--- src/rtl/mem_responder.sv ---
// Memory-side responder for the datapath: arbitrates data and fetch requests onto a
// single-port RAM, waits for completion (or times out) and returns one-cycle hit pulses.
module mem_responder #(
    parameter int                WORD_W   = 32,
    parameter int                TIMEOUT  = 255,
    parameter logic [WORD_W-1:0] ERR_WORD = WORD_W'(32'hBAD1BAD1)
) (
    input  logic              CLK,
    input  logic              nRST,
    input  logic              iREN,
    input  logic [WORD_W-1:0] iaddr,
    input  logic              dREN,
    input  logic              dWEN,
    input  logic [WORD_W-1:0] daddr,
    input  logic [WORD_W-1:0] dstore,
    input  logic              halt,
    output logic              ihit,
    output logic              dhit,
    output logic [WORD_W-1:0] iload,
    output logic [WORD_W-1:0] dload,
    output logic              ramREN,
    output logic              ramWEN,
    output logic [WORD_W-1:0] ramaddr,
    output logic [WORD_W-1:0] ramstore,
    input  logic [WORD_W-1:0] ramload,
    input  logic [1:0]        ramstate,
    output logic              busy,
    output logic              mem_err
);

    localparam int         CNT_W     = (TIMEOUT < 2) ? 1 : $clog2(TIMEOUT + 1);
    localparam logic [1:0] RS_ACCESS = 2'd2;

    typedef enum logic [2:0] {
        S_IDLE,
        S_DACC,
        S_IACC,
        S_DHIT,
        S_IHIT
    } state_t;

    state_t              state_q, state_d;
    logic [WORD_W-1:0]   addr_q, addr_d;
    logic [WORD_W-1:0]   store_q, store_d;
    logic                wr_q, wr_d;
    logic [CNT_W-1:0]    cnt_q, cnt_d;
    logic [WORD_W-1:0]   dload_q, dload_d;
    logic [WORD_W-1:0]   iload_q, iload_d;
    logic                err_q, err_d;
    logic [CNT_W-1:0]    cnt_inc;
    logic                timed_out;

    // cnt_inc is the number of access cycles elapsed including the current one,
    // so the access is forced to complete on its TIMEOUT-th cycle.
    assign cnt_inc   = cnt_q + 1'b1;
    assign timed_out = (cnt_inc == CNT_W'(TIMEOUT));

    always_ff @(posedge CLK or negedge nRST) begin
        if (!nRST) begin
            state_q <= S_IDLE;
            addr_q  <= '0;
            store_q <= '0;
            wr_q    <= 1'b0;
            cnt_q   <= '0;
            dload_q <= '0;
            iload_q <= '0;
            err_q   <= 1'b0;
        end else begin
            state_q <= state_d;
            addr_q  <= addr_d;
            store_q <= store_d;
            wr_q    <= wr_d;
            cnt_q   <= cnt_d;
            dload_q <= dload_d;
            iload_q <= iload_d;
            err_q   <= err_d;
        end
    end

    always_comb begin
        state_d  = state_q;
        addr_d   = addr_q;
        store_d  = store_q;
        wr_d     = wr_q;
        cnt_d    = cnt_q;
        dload_d  = dload_q;
        iload_d  = iload_q;
        err_d    = err_q;
        ramREN   = 1'b0;
        ramWEN   = 1'b0;
        ramaddr  = '0;
        ramstore = '0;

        case (state_q)
            S_IDLE: begin
                // Data wins over fetch; a simultaneous load+store is a store.
                if (dREN || dWEN) begin
                    state_d = S_DACC;
                    addr_d  = daddr;
                    store_d = dstore;
                    wr_d    = dWEN;
                    cnt_d   = '0;
                end else if (iREN && !halt) begin
                    state_d = S_IACC;
                    addr_d  = iaddr;
                    cnt_d   = '0;
                end
            end
            S_DACC: begin
                ramaddr  = addr_q;
                ramWEN   = wr_q;
                ramREN   = !wr_q;
                ramstore = store_q;
                cnt_d    = cnt_inc;
                if (ramstate == RS_ACCESS) begin
                    if (!wr_q) dload_d = ramload;
                    state_d = S_DHIT;
                end else if (timed_out) begin
                    if (!wr_q) dload_d = ERR_WORD;
                    err_d   = 1'b1;
                    state_d = S_DHIT;
                end
            end
            S_IACC: begin
                ramaddr = addr_q;
                ramREN  = 1'b1;
                cnt_d   = cnt_inc;
                if (ramstate == RS_ACCESS) begin
                    iload_d = ramload;
                    state_d = S_IHIT;
                end else if (timed_out) begin
                    iload_d = ERR_WORD;
                    err_d   = 1'b1;
                    state_d = S_IHIT;
                end
            end
            S_DHIT:  state_d = S_IDLE;
            S_IHIT:  state_d = S_IDLE;
            default: state_d = S_IDLE;
        endcase
    end

    assign dhit    = (state_q == S_DHIT);
    assign ihit    = (state_q == S_IHIT);
    assign dload   = dload_q;
    assign iload   = iload_q;
    assign busy    = (state_q != S_IDLE);
    assign mem_err = err_q;

endmodule

--- config.mk ---
export PLATFORM = sky130hd
export DESIGN_NAME = mem_responder
export DESIGN_NICKNAME = d
export VERILOG_FILES = /design/src/rtl/mem_responder.sv
export SDC_FILE = /design/constraint.sdc
export NUM_CORES = 1
export LEC_CHECK = 0
export CORE_AREA = 2 2 105 107
export CTS_BUF_LIST = sky130_fd_sc_hd__clkbuf_8
export DETAILED_ROUTE_END_ITERATION = 12
export DIE_AREA = 0 0 107 109
export DONT_BUFFER_PORTS = 1
export PLACE_DENSITY = 0.76
export SYNTH_ARGS = -nofsm -noshare
export SYNTH_HDL_FRONTEND = slang
export SYNTH_SLANG_ARGS = --single-unit
--- constraint.sdc ---
create_clock -name CLK -period 2.5 [get_ports CLK]
set_input_delay 0.25 -clock CLK [delete_from_list [all_inputs] [get_ports CLK]]
set_output_delay 0.25 -clock CLK [all_outputs]
set_load 0.02 [all_outputs]
==> results.cfg <==
[run_status]
violations = hold timing
status = complete, but fails checks

[timing]
slew_headroom_pct = 45.0
skew_ps = 12.4
fmax_ghz = 0.431
setup_tns_ps = 0
slew_violations = 0
rsz0062_at_grt = false
layout_min_cycle_time_ps = 2320
period_share_pct = 92.9
worstMarginPinSlew_ps = 826
setup_violations = 0
whs_ps = -491
hold_viol = 141

[clock_network]
cts_root_buffer = clkbuf_8
htreeDepth = 4
cts.clk_slew.worst_paths_ps = 80
cts_buffers = 17
cts_tree = built
cts.sinks = 141
cts_buffer_depth = 2
clock_latency_ps = 430

[synthesis]
synth_nets = 663
synth_top_family_by_area = compound AO/OA/AOI/OAI gates
synth_edf_count = 0
synth_cell_types = 47
synthFlopType = dfrtp_1
yosysWarnings = 0
synth-simple-area-share_pct = 12.4
synthArstFlopShare_pct = 100
synth_fa_ha_area_share_pct = 0.395
synthCells = 525
avgSynthCellArea_um2 = 12.1
synthMuxAreaShare_pct = 11.3
ys_seq_area_share_pct = 55.7
synth-xor-area-share_pct = 0.395
synth_compound_area_share_pct = 16.2
ys_ff_latch = 141
netlist_area_mm2 = 0.00633

[floorplan]
die_area_mm2 = 0.0117
die_y_um = 109
row_count = 38
start_util_pct = 59.7
ioPinCount = 270
core-area_mm2 = 0.0106
fp.dieW_um = 107

[final_layout]
area_growth_pct = 20.4
regArea_mm2 = 0.00353
layout.nets = 726
layout.cells.non_filler = 741
multi_input_area_mm2 = 0.00262
stdcell_area_mm2 = 0.00762
layout-drive-gt1-share_pct = 15.5
n_fill_cell = 698
antenna_cells = 0

[global_routing]
antenna_found_initial = 0
grt_usage_pct = 26.4
grt_max_degree = 142
grt_pass1_vias = 4493
overflow = 0
grt_pass1_wl_mm = 23.4

[job]
maxCapViolCount = 0

[pwr]
p_leak_uw = 0.00328
max-vdd-ir-drop_v = 0.000691
power.total_uw = 10100
power_density_mw_per_mm2 = 1330

[setup_path]
r2r-start = cnt_q[0]
critPathCaptureType = flop
required_ps = 2860
setup.worst_path.start_class = flop
crit_end = iload[22]
r2r-end = iload[22]
worstSetupPathType = reg2reg
reg2regPathDepth = 7
path_max_fanout = 19
arrival_ps = 2680
reg2reg_setup_slack_ps = 180
crit_start = cnt_q[0]

[detailed_routing]
dr_total_vias = 4508
routed_wl_mm = 15.4
vias_per_cell = 6.08
wire_per_inst_um = 20.8
dr.pass1.iters = 4
drt-initial-drc-count = 355
ant_nets = 0
drcViolationCount = 0

[place]
portBuffers = 0
routabilityCongestion = 0.800
hpwl_mm = 9.50
place_inst = 633
placed_area_mm2 = 0.00642

[worst_hold_path]
worstHoldPathType = in2async
critical path, stage by stage (launching register included):
cell       delay, ps
dfrtp_1          460
ha_1             260
and3_1           320
mux2i_4          320
a2bb2oi_4        250
o211ai_4         240
inv_6            220
o32a_1           190
how the worst min path moves through the flow:
stage / end / slack [ps] / cells past startpoint / start
5_1_grt: dload[16] / -550 / 0 / nRST
2_1_floorplan: addr_q[0] / -50 / 0 / nRST
3_3_place_gp: dload[16] / -40 / 0 / nRST
6_report: dload[16] / -490 / 0 / nRST
3_5_place_dp: dload[16] / -40 / 0 / nRST
4_1_cts: store_q[20] / -530 / 0 / nRST
per-layer routing:
layer,part of all wire (%),vias to the layer above,wire length [µm],global-route usage (%)
met5,0,-,0,0
met4,2.0,0,302,10.4
met3,7.7,23,1190,8.67
met2,52,207,8030,45.2
met1,38,2243,5900,31.0
li1,-,2035,-,-
stage by stage:
stage | setup slack, ps | util, % | hold slack (ps)
after floorplan | 482 | - | -45.6
after global placement | 298 | 60.6 | -42.8
after detailed placement | 180 | 60.6 | -43.0
after global routing | 27.3 | 71.9 | -547
final | 178 | 71.9 | -491
after CTS | 150 | 71.5 | -525
flip-flops by register name, summed over array words and instances (netlist names):
name     cells
addr_q      32
cnt_q        8
dload       32
iload       32
mem_err      1
state_q      3
store_q     32
wr_q         1
synth_stat cells (2+ instances only):
library cell  instances  share of area [%]
nand3_1               2               0.16
a31oi_1               2               0.20
o21ai_0              45                3.6
o31ai_1               2               0.24
o21ai_1               4               0.32
ha_1                  2               0.40
nor2b_1               5               0.49
and3b_1               2               0.28
nor2_1                7               0.42
inv_1                 2               0.12
clkbuf_1             29                1.7
a32o_1               28                4.4
and2_1               67                6.6
mux2i_1              32                5.1
mux2_2               33                5.9
nand2_1              41                2.4
nand2b_1              4               0.40
o32a_1               36                5.7
dfrtp_1             141                 56
buf_2                 9               0.71
buf_4                 2               0.24
nand4_1               3               0.30
buf_6                 3               0.53
cell families after synthesis:
kind of cell,after synthesis
xor+xnor,2
mux,66
buf+inv,48
flops,141
fa+ha+maj,2
simple gates,140
compound gates,126
layout make-up:
type,instances,share of cell area [%]
clock buffer,19,3.43
clock inverter,13,2.15
inverter,3,0.213
multi-input combinational,336,34.3
sequential,141,46.3
tap,140,2.30
timing repair buffer,89,11.3
where the power goes:
part / total, µW / switching (µW) / internal (µW)
combinational: 3600 / 2210 / 1390
clock: 1930 / 881 / 1050
sequential: 4570 / 1270 / 3300
placed cells by master, fill, tap and decap left out, types with 4 or more instances in the layout:
cell type	count
nand2b_1	4
mux2_2	33
clkbuf_8	19
and2_1	67
o21ai_0	45
buf_4	13
mux2i_1	32
o32a_1	36
dlygate4sd3_1	76
inv_6	4
a32o_1	28
dfrtp_1	141
nand2_1	41
inv_1	4
nor2_1	6
timing repair:
action	CTS	global route
endpoints found under the hold margin	242	143
buffers inserted	0	0
resized for setup	0	2
hold buffers	73	3
setup endpoints to repair	0	10
Note: power is estimated with default switching activity, not from simulation.
